===== src/rtl/sram_arbiter.sv =====
// Three-port arbiter in front of the single SRAM controller.
// Port 0 (video, read-only) has priority, bounded by a consecutive-grant limit
// while the draw engine (port 1, write-only) or host (port 2, read/write) waits.
// Ports 1 and 2 share the remaining slots round-robin.
// One transaction is in flight at a time: IDLE -> ISSUE -> WAIT_BUSY -> WAIT_DONE -> ACK.
module sram_arbiter #(
    parameter int AW             = 18,
    parameter int DW             = 16,
    parameter int VID_MAX_CONSEC = 4
) (
    input  logic          clk,
    input  logic          reset,
    input  logic          p0_req,
    input  logic [AW-1:0] p0_addr,
    output logic          p0_ack,
    input  logic          p1_req,
    input  logic [AW-1:0] p1_addr,
    input  logic [DW-1:0] p1_wdata,
    output logic          p1_ack,
    input  logic          p2_req,
    input  logic          p2_we,
    input  logic [AW-1:0] p2_addr,
    input  logic [DW-1:0] p2_wdata,
    output logic          p2_ack,
    output logic [DW-1:0] rdata,
    output logic          sram_write,
    output logic          sram_read,
    output logic [AW-1:0] sram_address,
    output logic [DW-1:0] sram_data_write,
    input  logic [DW-1:0] sram_data_read,
    input  logic          sram_ready
);

    typedef enum logic [2:0] {
        IDLE,
        ISSUE,
        WAIT_BUSY,
        WAIT_DONE,
        ACK
    } state_t;

    localparam logic [3:0] CONSEC_MAX = 4'(VID_MAX_CONSEC);

    state_t     state;
    logic [1:0] grant;
    logic       op_read;
    logic [3:0] consec;
    logic       last_was_p2;

    logic       low_pending;
    logic       vid_blocked;
    logic       pick_valid;
    logic [1:0] pick;

    assign low_pending = p1_req | p2_req;
    assign vid_blocked = (consec == CONSEC_MAX) && low_pending;

    // Choose the next port: video first unless its streak limit is hit, then round-robin between draw and host.
    always_comb begin
        pick_valid = 1'b0;
        pick       = 2'd0;
        if (p0_req && !vid_blocked) begin
            pick_valid = 1'b1;
            pick       = 2'd0;
        end else if (p1_req && p2_req) begin
            pick_valid = 1'b1;
            pick       = last_was_p2 ? 2'd1 : 2'd2;
        end else if (p1_req) begin
            pick_valid = 1'b1;
            pick       = 2'd1;
        end else if (p2_req) begin
            pick_valid = 1'b1;
            pick       = 2'd2;
        end
    end

    // Transaction sequencer: latches the winner, pulses the strobe, tracks ready, and returns the ack and read data.
    always_ff @(posedge clk) begin
        if (reset) begin
            state           <= IDLE;
            grant           <= 2'd0;
            op_read         <= 1'b0;
            consec          <= 4'd0;
            last_was_p2     <= 1'b1;
            p0_ack          <= 1'b0;
            p1_ack          <= 1'b0;
            p2_ack          <= 1'b0;
            rdata           <= '0;
            sram_write      <= 1'b0;
            sram_read       <= 1'b0;
            sram_address    <= '0;
            sram_data_write <= '0;
        end else begin
            p0_ack <= 1'b0;
            p1_ack <= 1'b0;
            p2_ack <= 1'b0;
            case (state)
                IDLE: begin
                    if (sram_ready && pick_valid) begin
                        grant <= pick;
                        state <= ISSUE;
                        case (pick)
                            2'd0: begin
                                op_read         <= 1'b1;
                                sram_read       <= 1'b1;
                                sram_address    <= p0_addr;
                                sram_data_write <= '0;
                                if (low_pending)
                                    consec <= (consec == CONSEC_MAX) ? CONSEC_MAX : consec + 4'd1;
                                else
                                    consec <= 4'd0;
                            end
                            2'd1: begin
                                op_read         <= 1'b0;
                                sram_write      <= 1'b1;
                                sram_address    <= p1_addr;
                                sram_data_write <= p1_wdata;
                                consec          <= 4'd0;
                                last_was_p2     <= 1'b0;
                            end
                            default: begin
                                op_read         <= ~p2_we;
                                sram_read       <= ~p2_we;
                                sram_write      <= p2_we;
                                sram_address    <= p2_addr;
                                sram_data_write <= p2_wdata;
                                consec          <= 4'd0;
                                last_was_p2     <= 1'b1;
                            end
                        endcase
                    end
                end
                ISSUE: begin
                    sram_write <= 1'b0;
                    sram_read  <= 1'b0;
                    state      <= WAIT_BUSY;
                end
                WAIT_BUSY: begin
                    if (!sram_ready)
                        state <= WAIT_DONE;
                end
                WAIT_DONE: begin
                    if (sram_ready) begin
                        if (op_read)
                            rdata <= sram_data_read;
                        p0_ack <= (grant == 2'd0);
                        p1_ack <= (grant == 2'd1);
                        p2_ack <= (grant == 2'd2);
                        state  <= ACK;
                    end
                end
                ACK: begin
                    state <= IDLE;
                end
                default: begin
                    state <= IDLE;
                end
            endcase
        end
    end

endmodule


===== config.mk =====
export PLATFORM = sky130hd
export DESIGN_NAME = sram_arbiter
export DESIGN_NICKNAME = d
export VERILOG_FILES = /design/src/rtl/sram_arbiter.sv
export SDC_FILE = /design/constraint.sdc
export NUM_CORES = 1
export LEC_CHECK = 0
export ABC_AREA = 1
export CAP_MARGIN = 10
export CORE_UTILIZATION = 30
export CTS_BUF_LIST = sky130_fd_sc_hd__clkbuf_8
export DETAILED_ROUTE_END_ITERATION = 10
export SYNTH_ARGS = -nofsm -noshare
export SYNTH_HDL_FRONTEND = slang
export SYNTH_SLANG_ARGS = --single-unit

===== constraint.sdc =====
create_clock -name clk -period 1.8 [get_ports clk]
set_clock_uncertainty 0.05 [all_clocks]
set_input_delay 0.36 -clock clk [delete_from_list [all_inputs] [get_ports clk]]
set_output_delay 0.36 -clock clk [all_outputs]
set_load 0.02 [all_outputs]

Word-level counts from Yosys, hierarchy flattened
Cells that the tools add are included.

word-level totals
  register bits after elaboration = 66
  input port bits = 109
  output and inout port bits = 55
  word-level logic and storage cells = 73

operators by class
  add/subtract/negate cells = 1
  eq/ne operators = 12
  muxes and demuxes = 26
  bitwise operators = 5
  reductions and logical operators = 16

operators with widths
  operator               number
  $pmux W18 S2           1
  $pmux W16 S2           1
  $reduce_and A3 Y1      5
  $mux W4                3
  $pmux W1 S2            6
  $pmux W3 S4            1
  $mux W2                5
  $ne A2 B2 Y1 const B   5
  $mux W3                3
  $eq A3 B2 Y1 const B   2
  $mux W1                6
  $add A4 B1 Y4 const B  1
  $eq A2 B1 Y1 const B   2
  $eq A4 B3 Y1 const B   1
  $logic_and A1 B1 Y1    4
  $logic_not A2 Y1       2
  $not A1 Y1             4
  $eq A3 B1 Y1 const B   1
  $logic_not A3 Y1       1
  $reduce_or A3 Y1       1
  $eq A2 B2 Y1 const B   1
  $reduce_and A2 Y1      1
  $reduce_bool A2 Y1     1
  $logic_not A1 Y1       1
  $or A1 B1 Y1           1

Longest topological paths before layout
  depth in word-level cells = 9
  gate-level depth with buffers = 11
  mapped depth without buffers = 10

Worst setup path before layout
No wires, ideal clock.

  path type = register to register
  start = register consec[0]
  end = register sram_read
  library setup time = 132 ps
  arrival time = 1255 ps
  data required time = 1618 ps
  slack = 362 ps
  cell stages (with the launch flop) = 11
  buffers on the path = 1
  clock period less this slack = 1438 ps
  cells stage by stage = dfxtp_1 inv_1 ha_1 nand2_1 nor2_1 nand2_2 nand2_4 buf_2 nand2_1 o211ai_1 a21oi_1

between the ends
  longest elaborated chain between the ends = 9
  elaborated cells on any way between the ends = 15
  those cells by class = eq/ne (4); mux (5); reduce/logical (6)

ends and longest elaborated chain
  what                                              RTL line  text
  start: declaration                                47        logic [3:0] consec;
  start signal: assignment                          109       consec <= (consec == CONSEC_MAX) ? CONSEC_MAX : consec + 4'd1;
  $eq A4 B3 Y1 *                                    56        assign vid_blocked = (consec == CONSEC_MAX) && low_pending;
  $logic_and A1 B1 Y1 *                             56
  $logic_not A1 Y1 *                                62        if (p0_req && !vid_blocked) begin
  $logic_and A1 B1 Y1 *                             62
  $mux W2                                           62
  $eq A2 B1 Y1 or $logic_not A2 Y1 (tied branches)  102       case (pick)
  $pmux W1 S2                                       102
  $mux W1                                           99        if (sram_ready && pick_valid) begin
  $pmux W1 S2                                       97        case (state)
  end signal: assignment                            123       sram_read <= ~p2_we;
  end: declaration                                  27        output logic sram_read,

Every way passes the cells marked *; elsewhere a longest branch is shown, timed or not. The select of a mux whose other input is x is not followed.
A chain may end at the register's enable or synchronous reset.

Worst setup path in the final report
  start = register sram_write
  end = output port sram_write

RTL lines
  what                      RTL line  text
  start: declaration        26        output logic sram_write,
  start signal: assignment  124       sram_write <= p2_we;

No word-level cell between the ends.

==> flow_summary.json <==
{
  "h-tree-depth": 3,
  "worstRegToRegCells": 10,
  "synth_common_cells": "105 x nand2_1, 67 x nor2_1, 66 x dfxtp_1, 66 x nand3_1, 45 x a21oi_1",
  "cts_tree": "yes",
  "worst_pin_slew_ps": 292.5,
  "synth_area_leaders": "dfxtp_1 42%, nand2_1 12%, nand3_1 10%",
  "p_seq_share_pct": 40.8,
  "die_h_microns": 104.7,
  "fill_cells": 1029,
  "grt_max_degree": 32,
  "drtPass1Iterations": 4,
  "timing.rr.end": "sram_address[1]$_SDFFE_PP0P_",
  "status": "completed",
  "path_clk_slew_ps": 70,
  "synth_cell_types": 25,
  "synth_fp_nets": 574,
  "worstSkewPairLatency_ps": 330,
  "clkSinkCount": 66,
  "nNetsFinal": 745,
  "cpMaxStageDelayCell": "clkdlybuf4s50_1",
  "drcViolationCount": 0,
  "grt_pass1_wl_microns": 16440,
  "drive_gt1_share_pct": 9.077,
  "grt-ovfl-total": 0,
  "yosysTopAreaCellShare_pct": 41.76,
  "yosysTopAreaCell": "dfxtp_1",
  "clkPwrFrac_pct": 29.7,
  "wl_per_cell_microns": 13.08,
  "routed_wl_microns": 10140,
  "drv_slew": 0,
  "rows": 37,
  "ys_seq_area_share_pct": 41.76,
  "grt_usage_pct": 18.71,
  "cts_buffers": 9,
  "ios": 164,
  "start_util_pct": 30.79,
  "critPathRequiredTime_ps": 1390,
  "fmax_ghz": 0.5807,
  "hold_path.class": "register to register",
  "port_buffers": 163,
  "antenna_found_initial": 0,
  "syn_inst": 463,
  "crit_chain": "clkdlybuf4s50_1",
  "worst-path-buf-inv": 1,
  "comb_power_share_pct": 29.5,
  "drv_cap": 0,
  "synth_edf_count": 0,
  "fin_crit_sh_pct": 95.67,
  "core_area_sq_um": 10280,
  "dpl.hpwl_microns": 7562,
  "drt-vias-per-instance": 4.725,
  "fin_crit_ps": 1722,
  "postSynth.asyncResetShare_pct": 0,
  "p_switching_w": 0.001187,
  "arrival_ps": 1310,
  "end_kind": "output pin",
  "fp.dieArea_sq_um": 10960,
  "hold_viol_final": 0,
  "setup-violations-final": 0,
  "cp.depth": 1,
  "ant_nets": 0,
  "worst_hold_startpoint": "grant[1]$_SDFFE_PP0P_",
  "syn_to_final_growth_pct": 67.77,
  "switching_share_pct": 29.92,
  "leakage_nw": 2.137,
  "cp_top_family": "buffers and inverters",
  "synthMostInstantiatedCell": "nand2_1",
  "cp-start-kind": "register",
  "diodes": 0,
  "p_int_w": 0.002780,
  "synth.avg_cell_area_sq_um": 6.834,
  "vdd.ir_drop.worst_mv": 0.4478,
  "gp_congestion": 0.8146,
  "yosys_most_used_dff": "dfxtp_1",
  "cts.repair.resized": 0,
  "cts_max_path_buffers": 2,
  "worstPathMaxFanout": 2,
  "slew_headroom_pct": 80.50,
  "cellPowerDensity_nw_per_um2": 747.2,
  "fp.dieW_microns": 104.7,
  "slowest_delay_ps": 640,
  "clock_tree.root_cell": "clkbuf_8",
  "netlist_area_sq_um": 3164,
  "drtIter0Drc": 163,
  "whs_path_depth": 1,
  "timing.rr.start": "consec[0]$_SDFFE_PP0P_",
  "min_to": "p0_ack$_SDFF_PP0_",
  "tns_ps": 0,
  "whs_ps": 404.4,
  "synth-seq-cells": 66,
  "first_global_vias": 3494,
  "worst-setup-path-type": "register to output pin",
  "rrSetupSlack_ps": 160,
  "yosysWarnings": 0,
  "cts_setup_buffers": 0,
  "vias": 3662,
  "cts_hold_buf": 0
}
-- cells by family (layout without fill, tap and decap cells) --
logic type / count (synthesis) / count (layout) / share of synthesized area [%]
flip-flops: 66 / 66 / 41.76
adder cells (fa/ha/maj): 2 / 2 / 0.7907
AND/OR/NAND/NOR: 262 / 262 / 36.22
AO/OA/AOI/OAI: 81 / 81 / 13.60
buffers and inverters: 52 / 228 / 7.631
-- final cells by class --
| class | count | area (sq um) | share of cell area [%] |
|---|---|---|---|
| Tap cell | 136 | 170.2 | 3.205 |
| Multi-Input combinational cell | 345 | 1615 | 30.43 |
| Clock buffer | 9 | 123.9 | 2.333 |
| Inverter | 20 | 75.07 | 1.414 |
| Clock inverter | 7 | 62.56 | 1.178 |
| Sequential cell | 66 | 1321 | 24.89 |
| Timing Repair Buffer | 192 | 1941 | 36.55 |
-- layout by cell type (no fill, tap or decap) --
cell type / count
a21oi_4: 1
o211ai_1: 1
nor3_1: 3
buf_12: 7
buf_4: 21
dfxtp_1: 66
nand2_1: 104
bufinv_16: 1
nand2_2: 2
inv_1: 19
a31oi_1: 7
ha_1: 2
nor2_1: 66
nor2_4: 4
a21oi_2: 1
clkinvlp_4: 2
clkbuf_8: 9
buf_6: 1
nand4_1: 13
nor2_2: 2
nor3_2: 1
nand2_4: 1
clkinv_2: 2
nand3_1: 66
inv_2: 3
a21oi_1: 44
o21ai_0: 26
clkdlybuf4s50_1: 163
a211oi_1: 1
-- registers in the layout, summed over array words and instances (netlist names) --
register,flops
op_read,1
sram_write,1
sram_read,1
sram_address,18
sram_data_write,16
state,3
consec,4
p0_ack,1
rdata,16
p2_ack,1
last_was_p2,1
p1_ack,1
grant,2
-- through the flow --
stage / power, W / area (sq um) / utilization, % / setup slack [ps] / std cells
after floorplan: 0.002200 / 3164 / - / 362.4 / 463
after global placement: 0.002805 / 5105 / 49.67 / -150.6 / 759
after detailed placement: 0.002818 / 5105 / 49.67 / -222.8 / 759
after CTS: 0.004015 / 5291 / 51.49 / 59.00 / 775
after global routing: 0.004210 / 5309 / 51.66 / -8.643 / 775
final: 0.003967 / 5309 / 51.66 / 77.87 / 775
-- power groups by stage --
stage	clock network [W]	registers (W)	logic (W)
finish	0.00118	0.00162	0.00117
global route	0.00130	0.00163	0.00128
CTS	0.00122	0.00162	0.00117
detailed placement	0	0.00165	0.00117
global placement	0	0.00165	0.00116
floorplan	0	0.00173	0.000468
-- worst max path at each step --
stage | start | slack [ps] | to
global route | consec[0]$_SDFFE_PP0P_ | -9 | sram_address[1]$_SDFFE_PP0P_
global placement | p1_req | -150 | sram_address[10]$_SDFFE_PP0P_
CTS | sram_address[1]$_SDFFE_PP0P_ | 60 | sram_address[1]
floorplan | consec[0]$_SDFFE_PP0P_ | 360 | sram_read$_SDFFE_PP0P_
detailed placement | p1_req | -220 | sram_address[1]$_SDFFE_PP0P_
finish | sram_write$_SDFFE_PP0P_ | 80 | sram_write
-- layer usage --
layer  vias to the layer above  routed length (microns)  share of wire, %  global-route usage, %
met2                        96                     4943                49                  32.21
li1                       1880                        -                 -                      -
met4                         0                      189               1.9                  5.835
met3                        15                      477               4.7                  5.552
met1                      1671                     4529                45                  22.26
met5                         -                        0                 0                      0
(Power assumes the default switching activity.)
